## config.mk

```make
export PLATFORM = sky130hd
export DESIGN_NAME = keypad_matrix_emulator
export DESIGN_NICKNAME = d
export VERILOG_FILES = /design/src/rtl/keypad_matrix_emulator.sv
export SDC_FILE = /design/constraint.sdc
export NUM_CORES = 1
export LEC_CHECK = 0
export ABC_CLOCK_PERIOD_IN_PS = 5000
export CAP_MARGIN = 25
export CORE_UTILIZATION = 64
export DETAILED_ROUTE_END_ITERATION = 8
export PLACE_DENSITY = 0.85
export RECOVER_POWER = 50
export SYNTH_ARGS = -nofsm -noshare
export SYNTH_HDL_FRONTEND = slang
export SYNTH_SLANG_ARGS = --single-unit
```

## constraint.sdc

```tcl
create_clock -name clk -period 5 [get_ports clk]
set_input_delay 0.5 -clock clk [delete_from_list [all_inputs] [get_ports clk]]
set_output_delay 0.5 -clock clk [all_outputs]
set_load 0.05 [all_outputs]
```

## src/rtl/keypad_matrix_emulator.sv

```systemverilog
// Emulates a 4x4 matrix keypad: queued key codes are "pressed" for HOLD_CYCLES and
// "released" for GAP_CYCLES, with row levels answered live from the scanner's column drive.
module keypad_matrix_emulator #(
   parameter int unsigned HOLD_CYCLES = 2_700_000,
   parameter int unsigned GAP_CYCLES  = 2_700_000,
   parameter int unsigned DEPTH       = 4
) (
   input  logic                      clk,
   input  logic                      rst,
   input  logic [3:0]                columnas,
   input  logic [3:0]                key_code,
   input  logic                      key_valid,
   output logic                      key_ready,
   output logic [3:0]                filas,
   output logic                      busy,
   output logic                      key_done,
   output logic [$clog2(DEPTH):0]    fifo_level
);

   localparam int unsigned AW   = $clog2(DEPTH);
   localparam int unsigned LW   = AW + 1;
   localparam int unsigned MAXC = (HOLD_CYCLES > GAP_CYCLES) ? HOLD_CYCLES : GAP_CYCLES;
   localparam int unsigned CW   = (MAXC > 1) ? $clog2(MAXC) : 1;

   localparam logic [CW-1:0] HOLD_LAST  = CW'(HOLD_CYCLES - 1);
   localparam logic [CW-1:0] GAP_LAST   = CW'(GAP_CYCLES - 1);
   localparam logic [LW-1:0] LEVEL_FULL = LW'(DEPTH);

   localparam logic [1:0] IDLE    = 2'd0;
   localparam logic [1:0] PRESS   = 2'd1;
   localparam logic [1:0] RELEASE = 2'd2;

   logic [1:0]    state_q, state_d;
   logic [CW-1:0] cnt_q, cnt_d;
   logic [1:0]    cur_row_q, cur_row_d;
   logic [1:0]    cur_col_q, cur_col_d;
   logic [AW-1:0] wr_ptr_q, wr_ptr_d;
   logic [AW-1:0] rd_ptr_q, rd_ptr_d;
   logic [LW-1:0] level_q, level_d;
   logic          key_ready_q, key_ready_d;
   logic          busy_q, busy_d;
   logic          key_done_q, key_done_d;
   logic          push, pop;
   logic [3:0]    mem [DEPTH];

   // Key code -> {row, col} position in the physical matrix
   function automatic logic [3:0] key_pos(input logic [3:0] code);
      case (code)
         4'h1: key_pos = {2'd0, 2'd0};
         4'h2: key_pos = {2'd0, 2'd1};
         4'h3: key_pos = {2'd0, 2'd2};
         4'hA: key_pos = {2'd0, 2'd3};
         4'h4: key_pos = {2'd1, 2'd0};
         4'h5: key_pos = {2'd1, 2'd1};
         4'h6: key_pos = {2'd1, 2'd2};
         4'hB: key_pos = {2'd1, 2'd3};
         4'h7: key_pos = {2'd2, 2'd0};
         4'h8: key_pos = {2'd2, 2'd1};
         4'h9: key_pos = {2'd2, 2'd2};
         4'hC: key_pos = {2'd2, 2'd3};
         4'hE: key_pos = {2'd3, 2'd0};
         4'h0: key_pos = {2'd3, 2'd1};
         4'hF: key_pos = {2'd3, 2'd2};
         default: key_pos = {2'd3, 2'd3};
      endcase
   endfunction

   // Next-state, FIFO bookkeeping and registered-output precompute
   always_comb begin
      state_d     = state_q;
      cnt_d       = cnt_q;
      cur_row_d   = cur_row_q;
      cur_col_d   = cur_col_q;
      wr_ptr_d    = wr_ptr_q;
      rd_ptr_d    = rd_ptr_q;
      push        = key_valid && key_ready_q;
      pop         = 1'b0;

      case (state_q)
         IDLE: begin
            if (level_q != '0) begin
               pop                    = 1'b1;
               {cur_row_d, cur_col_d} = key_pos(mem[rd_ptr_q]);
               cnt_d                  = '0;
               state_d                = PRESS;
            end
         end
         PRESS: begin
            if (cnt_q == HOLD_LAST) begin
               cnt_d   = '0;
               state_d = RELEASE;
            end else begin
               cnt_d = cnt_q + CW'(1);
            end
         end
         RELEASE: begin
            if (cnt_q == GAP_LAST) begin
               cnt_d   = '0;
               state_d = IDLE;
            end else begin
               cnt_d = cnt_q + CW'(1);
            end
         end
         default: begin
            cnt_d   = '0;
            state_d = IDLE;
         end
      endcase

      if (push) wr_ptr_d = wr_ptr_q + AW'(1);
      if (pop)  rd_ptr_d = rd_ptr_q + AW'(1);
      level_d = level_q + LW'(push) - LW'(pop);

      // key_done is high for the final gap cycle, registered alongside the state
      key_ready_d = (level_d != LEVEL_FULL);
      busy_d      = (state_d != IDLE) || (level_d != '0);
      key_done_d  = (state_d == RELEASE) && (cnt_d == GAP_LAST);
   end

   always_ff @(posedge clk or posedge rst) begin
      if (rst) begin
         state_q     <= IDLE;
         cnt_q       <= '0;
         cur_row_q   <= '0;
         cur_col_q   <= '0;
         wr_ptr_q    <= '0;
         rd_ptr_q    <= '0;
         level_q     <= '0;
         key_ready_q <= 1'b1;
         busy_q      <= 1'b0;
         key_done_q  <= 1'b0;
      end else begin
         state_q     <= state_d;
         cnt_q       <= cnt_d;
         cur_row_q   <= cur_row_d;
         cur_col_q   <= cur_col_d;
         wr_ptr_q    <= wr_ptr_d;
         rd_ptr_q    <= rd_ptr_d;
         level_q     <= level_d;
         key_ready_q <= key_ready_d;
         busy_q      <= busy_d;
         key_done_q  <= key_done_d;
      end
   end

   // FIFO storage needs no reset; validity is tracked by the pointers
   always_ff @(posedge clk) begin
      if (push) mem[wr_ptr_q] <= key_code;
   end

   // Row levels follow the live column drive with no clock, like a real switch
   always_comb begin
      filas = 4'b0000;
      if ((state_q == PRESS) && columnas[cur_col_q]) filas[cur_row_q] = 1'b1;
   end

   assign key_ready  = key_ready_q;
   assign busy       = busy_q;
   assign key_done   = key_done_q;
   assign fifo_level = level_q;

endmodule
```

==> summary.txt, run 1 <==
Clock tree
  – Total CTS buffers: 5
  – Skew-Pair Late Insertion Delay: ~0.31 ns
  – Root Driver: clkbuf_8
  – Setup bufs post-CTS: 0
  – Post-cts resize count: 0
  – Clk buf depth: 2
  – H-tree depth: 2
  – Post-cts hold buffer count: 0
  – Clock tree sinks: 54
  – CTS tree: yes
  – Clock-pin slew on the worst setup and hold paths: around 0.1 ns

Timing
  – Final Cycle Share: 0.6235
  – Final setup margin: roughly 1.9 ns
  – Final Max Tran Viols: 39
  – Skew final: around 0.011 ns
  – Setup TNS: 0 ns
  – Fmax: between 300 and 400 MHz
  – Tightest Pin Transition: roughly 2 ns
  – Hold Slack: ~0.52 ns
  – Setup violators final: 0
  – Min Tclk post-route: a little over 3 ns
  – RSZ-0062 raised after global routing: no
  – Hold Fails Final Rpt: 0
  – Slew margin rel.: -0.3342

Placement
  – Gpl congestion: around 0.97
  – DP Wirelength: 5207 um
  – Port Buffer Count: 20
  – Place WS: around 2.0 ns

Yosys
  – Mean Syn Cell Area: around 9.6 um2
  – Post-synthesis instance total: approximately 330
  – Area contributors post-synth: dfrtp_1, edfxtp_1, ha_1, nand2_1, mux4_2
  – Sequential fraction of the synthesis area: 0.4492
  – EDFF count, synth: 16
  – Post-synth ARST share: 0.7037
  – Synth warn: 0
  – Commonest register cell after synthesis: dfrtp_1
  – Flop and latch count out of synthesis: 54
  – Synthesized Nets: 355
  – Yosys top cell area share: 0.2903
  – Syn Std Cell Area: 3189 um2
  – Post-synth top area cell: dfrtp_1
  – Yosys cell types: 57

Global routing
  – Vias in the first global route: approximately 2500
  – Initial antenna violation count: 0
  – Total track usage: 0.2995
  – Largest net degree at the start of global routing: 39
  – Total gr overflow: 0
  – First-pass GRT wire length: 11810 um

Drt
  – Post-route antenna net violation count: 0
  – Final wirelength: roughly 7300 um
  – Drt via density: 6.530
  – DRC violation count after routing: 0
  – Routed WL per cell: roughly 18 um
  – Starting DRT DRC Count: 370
  – TritonRoute pass-1 iters: 6
  – Via count: roughly 2700

Worst setup path
  – R2r setup slk: ~1.9 ns
  – Worst Path Required: ~5.2 ns
  – CP Class: flop to flop
  – Worst R2R Path Depth: 9
  – Crit path launch: state_q[1]$_DFF_PP0_
  – Critical R2R Capture: key_done$_DFF_PP0_
  – Kind of end point of the critical path: flop
  – CP endpoint: key_done$_DFF_PP0_
  – WP data arrival: 3.34 ns
  – Crit-path max FO: 17
  – Startpoint types: flop
  – Reg2reg start: state_q[1]$_DFF_PP0_

Floorplan
  – Die width: 72.59 um
  – Core box area: ~4800 um2
  – Num rows: 25
  – Starting Density: 0.6708
  – Die height: between 70 and 80 um
  – I/O pin cnt: 21
  – Die ar.: between 5000 and 6000 um2

Pwr
  – Power per cell area: 491.0 nW/um2
  – Leakage: roughly 1.4 nW
  – Worst vdd ir: just over 500 uV

Status
  – Violated checks: max-capacitance violations, max-slew violations
  – Run status: finished with violations

Cells and area
  – Fillers: about 360
  – Multi-input gate area: 1593 um2
  – Layout cells sized above 1: 0.06897
  – Commonest non-fill, non-tap cell in the layout: dfrtp_1
  – Syn-to-layout area delta: 9.808%
  – Antenna Cells: 0
  – Final Net Count: between 300 and 400
  – Register Area: around 1400 um2
  – Most frequent cells in the layout: dfrtp_1, nand2_1, a21oi_1, nor2_1, inv_1

Min path
  – Worst hold path type: flop to flop

Run
  – Max-cap violations: 1
## state kept, by name (all words and copies together) (netlist names)
signal,flops
wr_ptr_q,2
key_ready,1
rd_ptr_q,2
state_q,2
busy,1
cnt_q,22
cur_col_q,2
fifo_level,3
mem,16
key_done,1
cur_row_q,2
## report_power, final
group | switching, W | leakage [nW] | internal, W
registers | 0.000102 | 0.641 | 0.000555
logic | 0.000492 | 0.697 | 0.000326
clock network | 0.000145 | 0.0374 | 0.0000990
total | 0.000739 | 1.37 | 0.000980
## cells in the mapped netlist (8+ instances only)
cell,number
inv_1,19
nor2_1,21
nand2_1,36
and3_1,8
nor3_1,10
o21ai_0,15
or3_1,8
ha_1,11
nand3_1,16
edfxtp_1,16
dfrtp_1,37
a21oi_1,21
nand4_1,9
clkbuf_1,8
a31oi_1,11
## worst min-delay path by stage
stage,startpoint,end,slack (ns),cells past startpoint
after floorplan,cur_col_q[1]$_DFFE_PP0P_,cur_col_q[1]$_DFFE_PP0P_,0.46,2
after global placement,cur_col_q[1]$_DFFE_PP0P_,cur_col_q[1]$_DFFE_PP0P_,0.48,2
after detailed placement,cur_col_q[1]$_DFFE_PP0P_,cur_col_q[1]$_DFFE_PP0P_,0.50,2
after CTS,cur_col_q[1]$_DFFE_PP0P_,cur_col_q[1]$_DFFE_PP0P_,0.52,2
after global routing,cur_col_q[1]$_DFFE_PP0P_,cur_col_q[1]$_DFFE_PP0P_,0.54,2
final,cur_col_q[1]$_DFFE_PP0P_,cur_col_q[1]$_DFFE_PP0P_,0.52,2
## area by class of cell
| class | instances | share of cell area |
|---|---|---|
| Clock inverter | 2 | 0.004287 |
| Timing Repair Buffer | 25 | 0.06681 |
| Inverter | 19 | 0.02036 |
| Multi-Input combinational cell | 242 | 0.4548 |
| Sequential cell | 54 | 0.4091 |
| Clock buffer | 6 | 0.02072 |
| Tap cell | 67 | 0.02394 |
## cells by family after synthesis
kind of cell / synth area share
XOR/XNOR: 0.02197
flip-flops: 0.4492
buffers and inverters: 0.05139
multiplexers: 0.05139
adder cells (fa/ha/maj): 0.04943
AO/OA/AOI/OAI: 0.1448
AND/OR/NAND/NOR: 0.2319
## per-stage QoR
| stage | cells | instance area, um2 | util | power (W) |
|---|---|---|---|---|
| finish | 415 | 3502 | 0.7366 | 0.001720 |
| CTS | 415 | 3506 | 0.7374 | 0.001721 |
| floorplan | 332 | 3189 | - | 0.001261 |
| global placement | 407 | 3418 | 0.7189 | 0.001437 |
| global route | 415 | 3502 | 0.7366 | 0.001833 |
| detailed placement | 407 | 3418 | 0.7189 | 0.001478 |
## worst max-delay path: stages (launching register included)
cell and delay [ns]:
dfrtp_1 0.47, inv_1 0.11, ha_1 0.21, or4b_1 0.77, nor3_1 0.28, o22ai_1 0.11
a2111o_1 0.40, a311oi_1 0.24, nand4_1 0.14, nor4_2 0.30
## per-layer routing
metal	vias to the layer above	part of all wire	track usage	wire (um)
li1	1262	-	-	-
met1	1263	0.43	0.4228	3146
met2	160	0.46	0.4642	3345
met3	25	0.084	0.05387	610
met4	0	0.025	0.1155	183
met5	-	0	0	0
(Power assumes the default switching activity.)
==> run 2, diff against run 1 <==
- ABC_CLOCK_PERIOD_IN_PS: 5000 -> 2600
- CORE_UTILIZATION: 64 -> 53
- PLACE_DENSITY: 0.85 -> 0.76
- clock period: 5 -> 2.6 ns (I/O delays scaled with it)
==> run 2 against run 1 <==
The flow now finishes without violations. Total power grew 120%. Combinational power is 150% higher. Cell count increased by 14%. Sequential share of layout area fell by 5.2 points. Critical path type unchanged.
==> summary.txt, run 2 (synthesis gave the netlist of run 1 again) <==
Placement
  – Post-Place Cell Area: around 3800 um2
  – DP Wirelength: ~6100 um
  – Place WS: -0.08950 ns
  – Gpl congestion: roughly 0.99
  – Port Buffer Count: 20

Floorplan
  – Die ar.: approximately 6300 um2
  – Die height: a little under 80 um
  – Core box area: 5642 um2
  – I/O pin cnt: 21
  – Num rows: 27
  – Die width: just under 80 um
  – Starting Density: 0.5653

Global routing
  – Total track usage: 0.2736
  – Largest net degree at the start of global routing: 22
  – First-pass GRT wire length: around 13000 um
  – Initial antenna violation count: 0
  – Total gr overflow: 0
  – Vias in the first global route: roughly 2900

Worst setup path
  – Buffers plus inverters on the worst setup path: 5
  – Reg2reg start: state_q[0]$_DFF_PP0_
  – Worst-path cell chain: inv_2 -> ha_4 -> buf_6 -> o31ai_4 -> inv_2 -> ha_4 -> inv_2 -> ha_4 -> inv_2 -> fa_2 -> nand2b_1 -> or4_1
  – CP top delay family: adder cells
  – Startpoint types: flop
  – Most numerous cell on the critical path: inv_2
  – Critical R2R Capture: busy$_DFF_PP0_
  – Crit-path max FO: 3
  – CP Class: flop to flop
  – Biggest cell delay along the critical path: about 0.52 ns
  – Worst R2R Path Depth: 12
  – Crit-path slowest cell: fa_2
  – WP data arrival: about 2.7 ns
  – R2r setup slk: 0.07 ns
  – Worst Path Required: 2.78 ns
  – Kind of end point of the critical path: flop

Clock tree
  – H-tree depth: 2
  – Clock-pin slew on the worst setup and hold paths: ~0.090 ns
  – Skew-Pair Late Insertion Delay: between 0.3 and 0.4 ns
  – Root Driver: clkbuf_8
  – CTS tree: yes
  – Clock tree sinks: 54
  – Total CTS buffers: 5
  – Clk buf depth: 2

Min path
  – Hold Path Origin: cur_col_q[1]$_DFFE_PP0P_
  – Hold Path Stages: 2
  – Worst hold path type: flop to flop
  – Hold Path Sink: cur_col_q[1]$_DFFE_PP0P_

Drt
  – Via count: 3003
  – Post-route antenna net violation count: 0
  – Routed WL per cell: between 15 and 20 um
  – Drt via density: between 6 and 7
  – Starting DRT DRC Count: a little over 300
  – DRC violation count after routing: 0
  – TritonRoute pass-1 iters: 8
  – Final wirelength: 8354 um

Timing
  – Final Max Tran Viols: 0
  – Hold Fails Final Rpt: 0
  – Min Tclk post-route: approximately 2.5 ns
  – Setup violators final: 0
  – Slew margin rel.: 0.4539
  – Tightest Pin Transition: a little over 0.8 ns
  – Setup TNS: 0 ns
  – Fmax: 395.5 MHz
  – Final Cycle Share: 0.9724
  – Final setup margin: around 0.072 ns
  – Skew final: 0.009903 ns

Pwr
  – Leakage: 1.665 nW
  – Clock power frac: 0.147
  – Worst vdd ir: just under 800 uV
  – Internal power: 0.002288 W
  – Power Total: around 0.0038 W
  – Reg power frac: 0.323
  – Switching Fraction: 0.4026
  – Switching pwr: approximately 0.0015 W
  – Power share of the combinational group: 0.530
  – Power per cell area: 951.6 nW/um2

Cells and area
  – Antenna Cells: 0
  – Final instance area: slightly above 4000 um2
  – Most frequent cells in the layout: buf_4, nand2_1, dfrtp_1, a21oi_1, nor2_1
  – Largest register FFs: 22
  – Final core utilization: 0.7132
  – Syn-to-layout area delta: 26.17%
  – Layout cells sized above 1: 0.2450
  – Largest Register: cnt_q
  – Fillers: about 410
  – Final Net Count: ~420
  – Commonest non-fill, non-tap cell in the layout: buf_4

Run
  – Max-cap violations: 0

Status
  – Run status: completed
==> run 2: cell types whose count changed in the layout (fill, tap and decap cells not counted), sizes merged <==
cell | before | now
clkinv | 0 | 1
clkbuf | 7 | 8
dlygate4sd3 | 6 | 5
buf | 4 | 58
bufinv | 0 | 1
clkinvlp | 2 | 0
clkdlybuf4s50 | 14 | 12
==> run 2: how the worst max path moves through the flow <==
stage,end,startpoint,slack [ns],depth (start not counted)
after floorplan,busy$_DFF_PP0_,fifo_level[2]$_DFF_PP0_,-0.06,11
after global placement,key_done$_DFF_PP0_,state_q[0]$_DFF_PP0_,-0.01,9
after detailed placement,key_done$_DFF_PP0_,state_q[0]$_DFF_PP0_,-0.09,9
after CTS,key_done$_DFF_PP0_,cnt_q[5]$_DFF_PP0_,0.008,7
after global routing,key_done$_DFF_PP0_,state_q[0]$_DFF_PP0_,-0.13,8
final,busy$_DFF_PP0_,state_q[0]$_DFF_PP0_,0.07,12
==> run 2: routing by layer <==
| layer | vias up | part of all wire | global-route usage |
|---|---|---|---|
| li1 | 1380 | - | - |
| met1 | 1408 | 0.41 | 0.3657 |
| met2 | 178 | 0.46 | 0.4239 |
| met3 | 37 | 0.090 | 0.05600 |
| met4 | 0 | 0.032 | 0.1309 |
| met5 | - | 0 | 0 |
==> run 2: stage by stage <==
| step | hold slack, ns | cells |
|---|---|---|
| 2_1_floorplan | 0.3589 | 332 |
| 3_3_place_gp | 0.4744 | 457 |
| 3_5_place_dp | 0.5072 | 457 |
| 4_1_cts | 0.4331 | 465 |
| 5_1_grt | 0.5669 | 472 |
| 6_report | 0.5219 | 472 |
==> run 2: power by group through the flow <==
stage          Clock, W  Combinational [W]  Sequential [W]
4_1_cts        0.000570            0.00190         0.00123
3_5_place_dp          0            0.00188         0.00124
2_1_floorplan         0            0.00121         0.00131
5_1_grt        0.000605            0.00223         0.00126
3_3_place_gp          0            0.00184         0.00123
6_report       0.000564            0.00203         0.00124
==> run 2: cell type report <==
class	count	area, um2	share of cell area
clock buffers	6	72.57	0.01803
clock inverters	2	38.79	0.009639
inverters	19	71.32	0.01772
multi-input cells	242	1690	0.4201
flip-flops and latches	54	1436	0.3570
well taps	72	90.09	0.02239
repair buffers	77	624.3	0.1552
==> run 2: worst reg2reg max path, cell delays in order (launching register included) <==
cell and delay, ns:
dfrtp_1 0.41, inv_2 0.09, ha_4 0.14, buf_6 0.10, o31ai_4 0.07, inv_2 0.10, ha_4 0.20, inv_2 0.06
ha_4 0.12, inv_2 0.03, fa_2 0.52, nand2b_1 0.06, or4_1 0.51
==> run 2: what timing repair did <==
item | 4_1_cts | 5_1_grt
resized for setup | 1 | 16
endpoints found under the hold margin | 0 | 0
pin swaps | 1 | 6
setup endpoints to repair | 1 | 2
setup buffers | 0 | 7
hold buffers | 0 | 0
==> patch (settings of run 2) <==
Register the inputs `key_code` and `key_valid` before use. The logic sees them one clock later. The other inputs are not delayed to match.
--- a/src/rtl/keypad_matrix_emulator.sv
+++ b/src/rtl/keypad_matrix_emulator.sv
@@ -29,6 +29,14 @@
    localparam logic [1:0] IDLE    = 2'd0;
    localparam logic [1:0] PRESS   = 2'd1;
    localparam logic [1:0] RELEASE = 2'd2;
+
+   logic [3:0] key_code_q;
+   logic key_valid_q;
+
+   always_ff @(posedge clk) begin
+      key_code_q  <= key_code;
+      key_valid_q <= key_valid;
+   end
 
    logic [1:0]    state_q, state_d;
    logic [CW-1:0] cnt_q, cnt_d;
@@ -73,7 +81,7 @@
       cur_col_d   = cur_col_q;
       wr_ptr_d    = wr_ptr_q;
       rd_ptr_d    = rd_ptr_q;
-      push        = key_valid && key_ready_q;
+      push        = key_valid_q && key_ready_q;
       pop         = 1'b0;
 
       case (state_q)
@@ -145,7 +153,7 @@
 
    // FIFO storage needs no reset; validity is tracked by the pointers
    always_ff @(posedge clk) begin
-      if (push) mem[wr_ptr_q] <= key_code;
+      if (push) mem[wr_ptr_q] <= key_code_q;
    end
 
    // Row levels follow the live column drive with no clock, like a real switch
Behaviour: not the same (Yosys sat finds a counterexample within 4 cycles, from zero or initial values and one cycle with rst high).
==> patch against run 2 <==
  * First-iteration DRC count increased by 42%
  * Highest routed layer unchanged
  * Critical endpoint is now key_done
  * Final area increased by 5.1%
  * Global-route usage increased by 1.1 points
  * Critical path depth decreased by 4
  * Worst setup slack got worse by 39 ps
  * Die area increased by 5.8%
  * Total power increased by 9.7%
  * Area after synthesis increased by 6.0%
  * Wire length increased by 5.9%
  * Sequential cell count increased by 5
  * Largest power group unchanged
  * Largest cell class unchanged
  * Sequential power increased by 9.7%
==> patch: results <==
metrics = {
    "finish": {
        "stdcell_count": 473,
        "finish.net_count": 416,
        "drive_above_1_share": 0.281,
    },
    "power_and_ir_drop": {
        "p_sw_w": 0.00160,
        "power_density_nw_per_um2": 993,
        "peakVddDrop_mv": 0.938,
        "leakagePower_nw": 1.75,
    },
    "worst_setup_path": {
        "crit_path_start": "cnt_q[0]",
        "worst-path-max-fanout": 6,
        "critical-path-top-delay-family": "simple AND/OR/NAND/NOR gates",
        "slowest_stage": "or4_2",
    },
    "global_routing": {
        "grt_pass1_vias": 2795,
        "grtUsageTotal": 0.285,
        "grt_pass1_wl_mm": 13.8,
    },
    "routing": {
        "wire_per_inst_um": 18.7,
        "dr.first_iter.drc_count": 441,
        "first_pass_iters": 6,
        "vias": 2982,
    },
    "worst_hold_path": {
        "worstHoldPathType": "in2reg",
    },
    "yosys": {
        "synth_cell_types": 68,
        "synth-compound-area-share": 0.147,
        "syn_avg_cell_area_um2": 10.2,
        "ys_top_cells_by_count": "nand2_1 (41), dfrtp_1 (37), nor2_1 (22), edfxtp_1 (16), o21ai_0 (15)",
        "ys_seq_area_frac": 0.454,
    },
    "clocking": {
        "clk_pin_slew_ps": 70,
        "cts_buffers": 9,
        "cts_htree_levels": 3,
    },
    "placed_design": {
        "placedCellCount": 455,
    },
    "sta": {
        "max_clock_freq_ghz": 0.390,
        "worst_pin_slew_ps": 966,
    },
    "run_status": {
        "status": "finished clean",
    },
}
## patch: repair_timing
| item | 4_1_cts | 5_1_grt |
|---|---|---|
| endpoints found under the setup margin | 0 | 2 |
| setup buffers | 0 | 2 |
| gates resized for setup | 0 | 16 |
| hold buffers | 0 | 0 |
## patch: worst min path at each step
| stage | from | endpoint | slack, ps | cells past startpoint |
|---|---|---|---|---|
| 6_report | key_code[3] | key_code_q[3] | 460 | 1 |
| 5_1_grt | key_code[3] | key_code_q[3] | 450 | 1 |
| 4_1_cts | rst | fifo_level[0] | 350 | 3 |
| 3_5_place_dp | key_code_q[0] | mem[2][0] | 460 | 0 |
| 3_3_place_gp | key_code_q[2] | mem[1][2] | 450 | 0 |
| 2_1_floorplan | key_code[0] | key_code_q[0] | 290 | 0 |
## patch: final cells by class
cell class / count / area (µm²)
well taps: 75 / 93.8
clock buffers: 10 / 128
inverters: 12 / 45.0
fillers: 425 / 1800
clock inverters: 6 / 105
multi-input cells: 240 / 1750
repair buffers: 71 / 573
flip-flops and latches: 59 / 1540
## patch: kinds of logic (layout without fill, tap and decap cells)
| group | count (synthesis) | in the layout |
|---|---|---|
| muxes | 8 | 8 |
| DFF | 59 | 59 |
| adders and majority gates | 12 | 12 |
| xor gates and xnor gates | 8 | 8 |
| buffers and inverters | 31 | 99 |
| and+or+nand+nor | 140 | 140 |
| AOI/OAI and AO/OA | 72 | 72 |
## patch: power groups by stage
stage	combinational [W]	sequential [W]	clock [W]
after global routing	0.00200	0.00139	0.00105
after global placement	0.00166	0.00136	0
after floorplan	0.00113	0.00141	0
final	0.00184	0.00136	0.000996
after detailed placement	0.00173	0.00138	0
after CTS	0.00174	0.00136	0.00101
## patch: layer usage
| metal | routed length (µm) | up-vias | track usage |
|---|---|---|---|
| met1 | 3670 | 1389 | 0.385 |
| met4 | 277 | 0 | 0.146 |
| li1 | - | 1365 | - |
| met2 | 3970 | 192 | 0.425 |
| met5 | 0 | - | 0 |
| met3 | 929 | 36 | 0.0656 |
## patch: through the flow
| step | hold WS [ps] | TNS [ps] | total power, W | instance area (µm²) | util |
|---|---|---|---|---|---|
| final | 462 | 0 | 0.00420 | 4230 | 0.702 |
| after global routing | 451 | -27.6 | 0.00444 | 4230 | 0.702 |
| after CTS | 348 | 0 | 0.00411 | 4160 | 0.690 |
| after detailed placement | 462 | 0 | 0.00311 | 3930 | 0.652 |
| after global placement | 454 | 0 | 0.00302 | 3930 | 0.652 |
| after floorplan | 288 | -94.7 | 0.00254 | 3420 | - |
